===== config.mk =====
export PLATFORM = sky130hd
export DESIGN_NAME = fifo_burst_reader
export DESIGN_NICKNAME = d
export VERILOG_FILES = /design/src/rtl/fifo_burst_reader.sv
export SDC_FILE = /design/constraint.sdc
export NUM_CORES = 1
export LEC_CHECK = 0
export ABC_CLOCK_PERIOD_IN_PS = 9050
export CAP_MARGIN = 25
export CELL_PAD_IN_SITES_DETAIL_PLACEMENT = 1
export CELL_PAD_IN_SITES_GLOBAL_PLACEMENT = 2
export CORE_AREA = 3 3 95 97
export CTS_CLUSTER_DIAMETER = 200
export DETAILED_ROUTE_END_ITERATION = 8
export DIE_AREA = 0 0 98 100
export PLACE_DENSITY_LB_ADDON = 0.2
export SETUP_SLACK_MARGIN = 0.3
export SYNTH_ARGS = -nofsm -noshare
export SYNTH_HDL_FRONTEND = slang
export SYNTH_SLANG_ARGS = --single-unit

===== constraint.sdc =====
create_clock -name r_clk -period 9.05 [get_ports r_clk]
set_input_delay 1.3575 -clock r_clk [delete_from_list [all_inputs] [get_ports r_clk]]
set_output_delay 1.3575 -clock r_clk [all_outputs]
set_load 0.01 [all_outputs]

===== src/rtl/fifo_burst_reader.sv =====
// Read-side burst consumer for the asynchronous FIFO: pops burst_len words and
// replays them on a valid/ready stream with a last marker and XOR checksum.
module fifo_burst_reader #(
   parameter int DATA_WIDTH = 8,
   parameter int LEN_WIDTH  = 5
) (
   input  logic                  r_clk,
   input  logic                  r_rst,
   input  logic                  start,
   input  logic [LEN_WIDTH-1:0]  burst_len,
   input  logic                  fifo_empty,
   input  logic [DATA_WIDTH-1:0] fifo_data,
   output logic                  fifo_r_en,
   output logic [DATA_WIDTH-1:0] out_data,
   output logic                  out_valid,
   input  logic                  out_ready,
   output logic                  out_last,
   output logic                  busy,
   output logic                  done,
   output logic [DATA_WIDTH-1:0] checksum
);

   typedef enum logic [1:0] {IDLE, READ, DRAIN, DONE} state_e;

   state_e                state_q, state_d;
   logic [LEN_WIDTH-1:0]  len_q, len_d;
   logic [LEN_WIDTH-1:0]  issued_q, issued_d;
   logic [LEN_WIDTH-1:0]  xfer_q, xfer_d;
   logic [DATA_WIDTH-1:0] checksum_q, checksum_d;
   logic [DATA_WIDTH-1:0] head_q, head_d;
   logic [DATA_WIDTH-1:0] tail_q, tail_d;
   logic [1:0]            count_q, count_d;
   logic                  inflight_q, inflight_d;

   logic                  pop;
   logic [2:0]            credit_used;
   logic [LEN_WIDTH-1:0]  issued_inc;
   logic [LEN_WIDTH-1:0]  xfer_inc;

   assign out_valid   = (count_q != 2'd0);
   assign pop         = out_valid && out_ready;
   assign out_data    = head_q;
   assign checksum    = checksum_q;
   assign busy        = (state_q != IDLE);
   assign issued_inc  = issued_q + LEN_WIDTH'(1);
   assign xfer_inc    = xfer_q + LEN_WIDTH'(1);
   // Words leave the buffer in order, so the head is word number xfer_q + 1.
   assign out_last    = out_valid && (xfer_inc == len_q);
   // Slots already committed next cycle: buffered plus in flight, minus the one leaving now.
   assign credit_used = 3'(count_q) + 3'(inflight_q) - 3'(pop);

   // NOTE: every variable gets its default before the case, so no path can infer a latch.
   always_comb begin
      state_d    = state_q;
      len_d      = len_q;
      issued_d   = issued_q;
      xfer_d     = xfer_q;
      checksum_d = checksum_q;
      fifo_r_en  = 1'b0;
      done       = 1'b0;

      if (pop) begin
         xfer_d     = xfer_inc;
         checksum_d = checksum_q ^ head_q;
      end

      case (state_q)
         IDLE: begin
            if (start) begin
               len_d      = burst_len;
               issued_d   = '0;
               xfer_d     = '0;
               checksum_d = '0;
               if (burst_len == '0) state_d = DONE;
               else                 state_d = READ;
            end
         end
         READ: begin
            fifo_r_en = !fifo_empty && (issued_q < len_q) && (credit_used < 3'd2);
            if (fifo_r_en) begin
               issued_d = issued_inc;
               if (issued_inc == len_q) state_d = DRAIN;
            end
         end
         DRAIN: begin
            if (pop && (xfer_inc == len_q)) state_d = DONE;
         end
         DONE: begin
            done    = 1'b1;
            state_d = IDLE;
         end
         default: state_d = IDLE;
      endcase
   end

   // Two-slot skid buffer: head drives the stream, tail holds the overflow word.
   always_comb begin
      head_d     = head_q;
      tail_d     = tail_q;
      count_d    = count_q;
      inflight_d = fifo_r_en;

      case ({inflight_q, pop})
         2'b10: begin
            if (count_q == 2'd0) head_d = fifo_data;
            else                 tail_d = fifo_data;
            count_d = count_q + 2'd1;
         end
         2'b01: begin
            if (count_q == 2'd2) head_d = tail_q;
            count_d = count_q - 2'd1;
         end
         2'b11: begin
            if (count_q == 2'd2) begin
               head_d = tail_q;
               tail_d = fifo_data;
            end else begin
               head_d = fifo_data;
            end
         end
         default: ;
      endcase
   end

   // NOTE: the buffer slots are reset too, since out_data must read 0 out of reset.
   always_ff @(posedge r_clk or negedge r_rst) begin
      if (!r_rst) begin
         state_q    <= IDLE;
         len_q      <= '0;
         issued_q   <= '0;
         xfer_q     <= '0;
         checksum_q <= '0;
         head_q     <= '0;
         tail_q     <= '0;
         count_q    <= 2'd0;
         inflight_q <= 1'b0;
      end else begin
         state_q    <= state_d;
         len_q      <= len_d;
         issued_q   <= issued_d;
         xfer_q     <= xfer_d;
         checksum_q <= checksum_d;
         head_q     <= head_d;
         tail_q     <= tail_d;
         count_q    <= count_d;
         inflight_q <= inflight_d;
      end
   end

endmodule


==> impl_metrics.json <==
{
  "status": "finished clean",
  "reg2reg_from": "count_q[0]$_DFFE_PN0N_",
  "p_sw_share_pct": 39.8,
  "p_int_mw": 0.622,
  "slew_headroom_pct": 44.6,
  "post-route-period-util_pct": 63.1,
  "required_ns": 7.69,
  "syn-num-nets": 286,
  "cts_hold_buf": 0,
  "skew_ns": 0.0105,
  "total_leakage_power_nw": 1.38,
  "worstSetupEndpoint": "fifo_r_en",
  "synthesis.area_sq_um": 2480,
  "yosysSeqAreaShare_pct": 44.4,
  "cts_tree": "built",
  "ys_warn_count": 0,
  "hold_depth": 1,
  "finalWorstSetupSlack_ns": 3.34,
  "place_area_sq_um": 2960,
  "cts_made_buffers": 5,
  "core_sq_um": 8220,
  "clock_sinks": 44,
  "finalCriticalPeriod_ns": 5.71,
  "hold_class": "reg -> reg",
  "nets": 325,
  "pwr-share-seq_pct": 35.6,
  "portBuffers": 38,
  "syn2layout_area_growth_pct": 24.6,
  "max_freq_ghz": 0.175,
  "vias": 1905,
  "postCtsSetupRepairBufs": 0,
  "drv_slew": 0,
  "hpwl_mm": 4.38,
  "async_reset_ff_share_pct": 100,
  "mostFrequentLayoutCells": "dfrtp_1, clkdlybuf4s50_1, nor2_1",
  "gp_congestion": 0.735,
  "critPathKind": "in -> out",
  "reg2reg_slack_ns": 5.98,
  "wirelength_mm": 6.12,
  "drive_gt1_share_pct": 9.59,
  "viasPerCell": 4.80,
  "drt-initial-drc-count": 61,
  "cts-root-buf": "clkbuf_8",
  "yosysTopAreaCell": "dfrtp_1",
  "final.setup.tns_ns": 0,
  "clock_power_share_pct": 16.0,
  "powerDensity_nw_per_um2": 334,
  "p_switching_mw": 0.411,
  "die-area_sq_um": 9800,
  "clk_pin_slew_ns": 0.09,
  "synth_edf_count": 0,
  "r2r_cells": 12,
  "cts_resized": 0,
  "final_area_sq_um": 3090,
  "syn_area_per_cell_sq_um": 9.84,
  "finalSetupViolations": 0,
  "drt_pre_antenna_iters": 4,
  "start_util_pct": 30.2,
  "maxCapViolations": 0,
  "comb_power_share_pct": 48.4,
  "crit_start": "out_ready",
  "rsz0062_at_grt": "false",
  "rr_endpoint": "issued_q[2]$_DFFE_PN0P_",
  "synth_cells": 252,
  "layout_commonest_cell": "dfrtp_1",
  "cts_buffer_depth": 2,
  "crit_arrival_ns": 4.36,
  "fp.dieH_um": 100,
  "yosysTopAreaCellShare_pct": 44.4,
  "io_pins": 39,
  "grt_pass1_wl_mm": 10.9,
  "antenna_found_initial": 0,
  "endpoint_kind": "output pin",
  "synthTopCellsByArea": "dfrtp_1, ha_1, xor2_1",
  "grt_max_degree": 45,
  "diodes": 0,
  "peakVddDrop_mv": 0.110,
  "drc": 0,
  "clk_latency_ns": 0.30,
  "startpoint_type": "primary input",
  "synth.distinct_cells": 39,
  "hold_viol": 0,
  "synth_seq_cells": 44,
  "track_usage_pct": 13.9,
  "fp.dieW_um": 98,
  "ys_dominant_reg_cell": "dfrtp_1",
  "routedWlPerCell_um": 15.4,
  "h-tree-depth": 2,
  "tightest_slew_ns": 0.831,
  "critPathMaxFanout": 9,
  "grt_pass1_vias": 2153,
  "grt-ovfl-total": 0,
  "rows": 33,
  "register_area_sq_um": 1100,
  "place_ws_ns": 3.33,
  "ant_nets": 0,
  "fillCellCount": 924,
  "multi_input_area_sq_um": 1270
}
==> worst min-delay path by stage <==
stage                       endpoint                   from  slack, ns
5_1_grt        tail_q[1]$_DFFE_PN0P_  tail_q[1]$_DFFE_PN0P_       0.55
2_1_floorplan  tail_q[0]$_DFFE_PN0P_  tail_q[0]$_DFFE_PN0P_       0.48
3_3_place_gp   tail_q[7]$_DFFE_PN0P_  tail_q[7]$_DFFE_PN0P_       0.49
6_report       tail_q[7]$_DFFE_PN0P_  tail_q[7]$_DFFE_PN0P_       0.51
4_1_cts        tail_q[7]$_DFFE_PN0P_  tail_q[7]$_DFFE_PN0P_       0.52
3_5_place_dp   tail_q[7]$_DFFE_PN0P_  tail_q[7]$_DFFE_PN0P_       0.49
==> metal layers <==
layer	track usage (%)	share of wire, %	vias up
met5	0	0	-
met4	3.51	1.2	0
met3	3.68	4.2	7
met2	23.2	48	34
met1	18.0	47	942
li1	-	-	922
==> power by group through the flow <==
stage	sequential (mW)	combinational (mW)	clock [mW]
floorplan	0.363	0.320	0
global placement	0.373	0.495	0
detailed placement	0.374	0.505	0
CTS	0.371	0.509	0.171
global route	0.385	0.574	0.180
finish	0.367	0.500	0.165
==> cell type report <==
cell class	instances	share of cell area [%]
Multi-Input combinational cell	182	41.1
Sequential cell	44	35.6
Timing Repair Buffer	42	13.1
Tap cell	105	4.25
Clock buffer	6	2.67
Clock inverter	2	1.26
Inverter	16	1.94
==> cells in the mapped netlist (all sizes together), types with 3 or more instances <==
cell and n:
buf 5, xor2 17, nor2 31, clkbuf 5, a22o 3, dfrtp 44, mux2 10, a21oi 19
nor3 6, ha 15, nand4 3, mux2i 10, nand3 7, xnor2 9, inv 16, o21ai 11
nand2 20, nor2b 4
==> flip-flops by register name, indices dropped and copies added, names as in the netlist <==
register,flops
checksum,8
count_q,2
inflight_q,1
issued_q,5
len_q,5
out_data,8
state_q,2
tail_q,8
xfer_q,5
==> cells by family (layout without fill, tap and decap cells) <==
| logic type | Yosys count | after routing | synth area share, % |
|---|---|---|---|
| AOI/OAI and AO/OA | 41 | 41 | 10.2 |
| xor gates and xnor gates | 26 | 26 | 9.19 |
| adders and majority gates | 16 | 16 | 8.38 |
| buffers and inverters | 26 | 66 | 4.34 |
| DFF | 44 | 44 | 44.4 |
| muxes | 20 | 20 | 8.73 |
| and+or+nand+nor | 79 | 79 | 14.7 |
==> worst max-delay path, stage by stage <==
cell and delay, ns:
clkdlybuf4s50_1 0.55, nor2b_1 0.19, inv_1 0.11, ha_1 0.36, nand2_1 0.09, fa_1 0.39
xor2_1 0.16, nor3_2 0.11, o2111a_2 0.32, and2_1 0.17, clkdlybuf4s50_1 0.54
==> metrics by stage <==
stage | utilization, % | hold slack [ns] | std cells | power (mW)
2_1_floorplan | - | 0.480 | 252 | 0.683
3_3_place_gp | 36.0 | 0.488 | 388 | 0.868
3_5_place_dp | 36.0 | 0.495 | 388 | 0.879
4_1_cts | 37.5 | 0.518 | 396 | 1.05
5_1_grt | 37.6 | 0.547 | 397 | 1.14
6_report | 37.6 | 0.513 | 397 | 1.03
(Power assumes the default switching activity.)
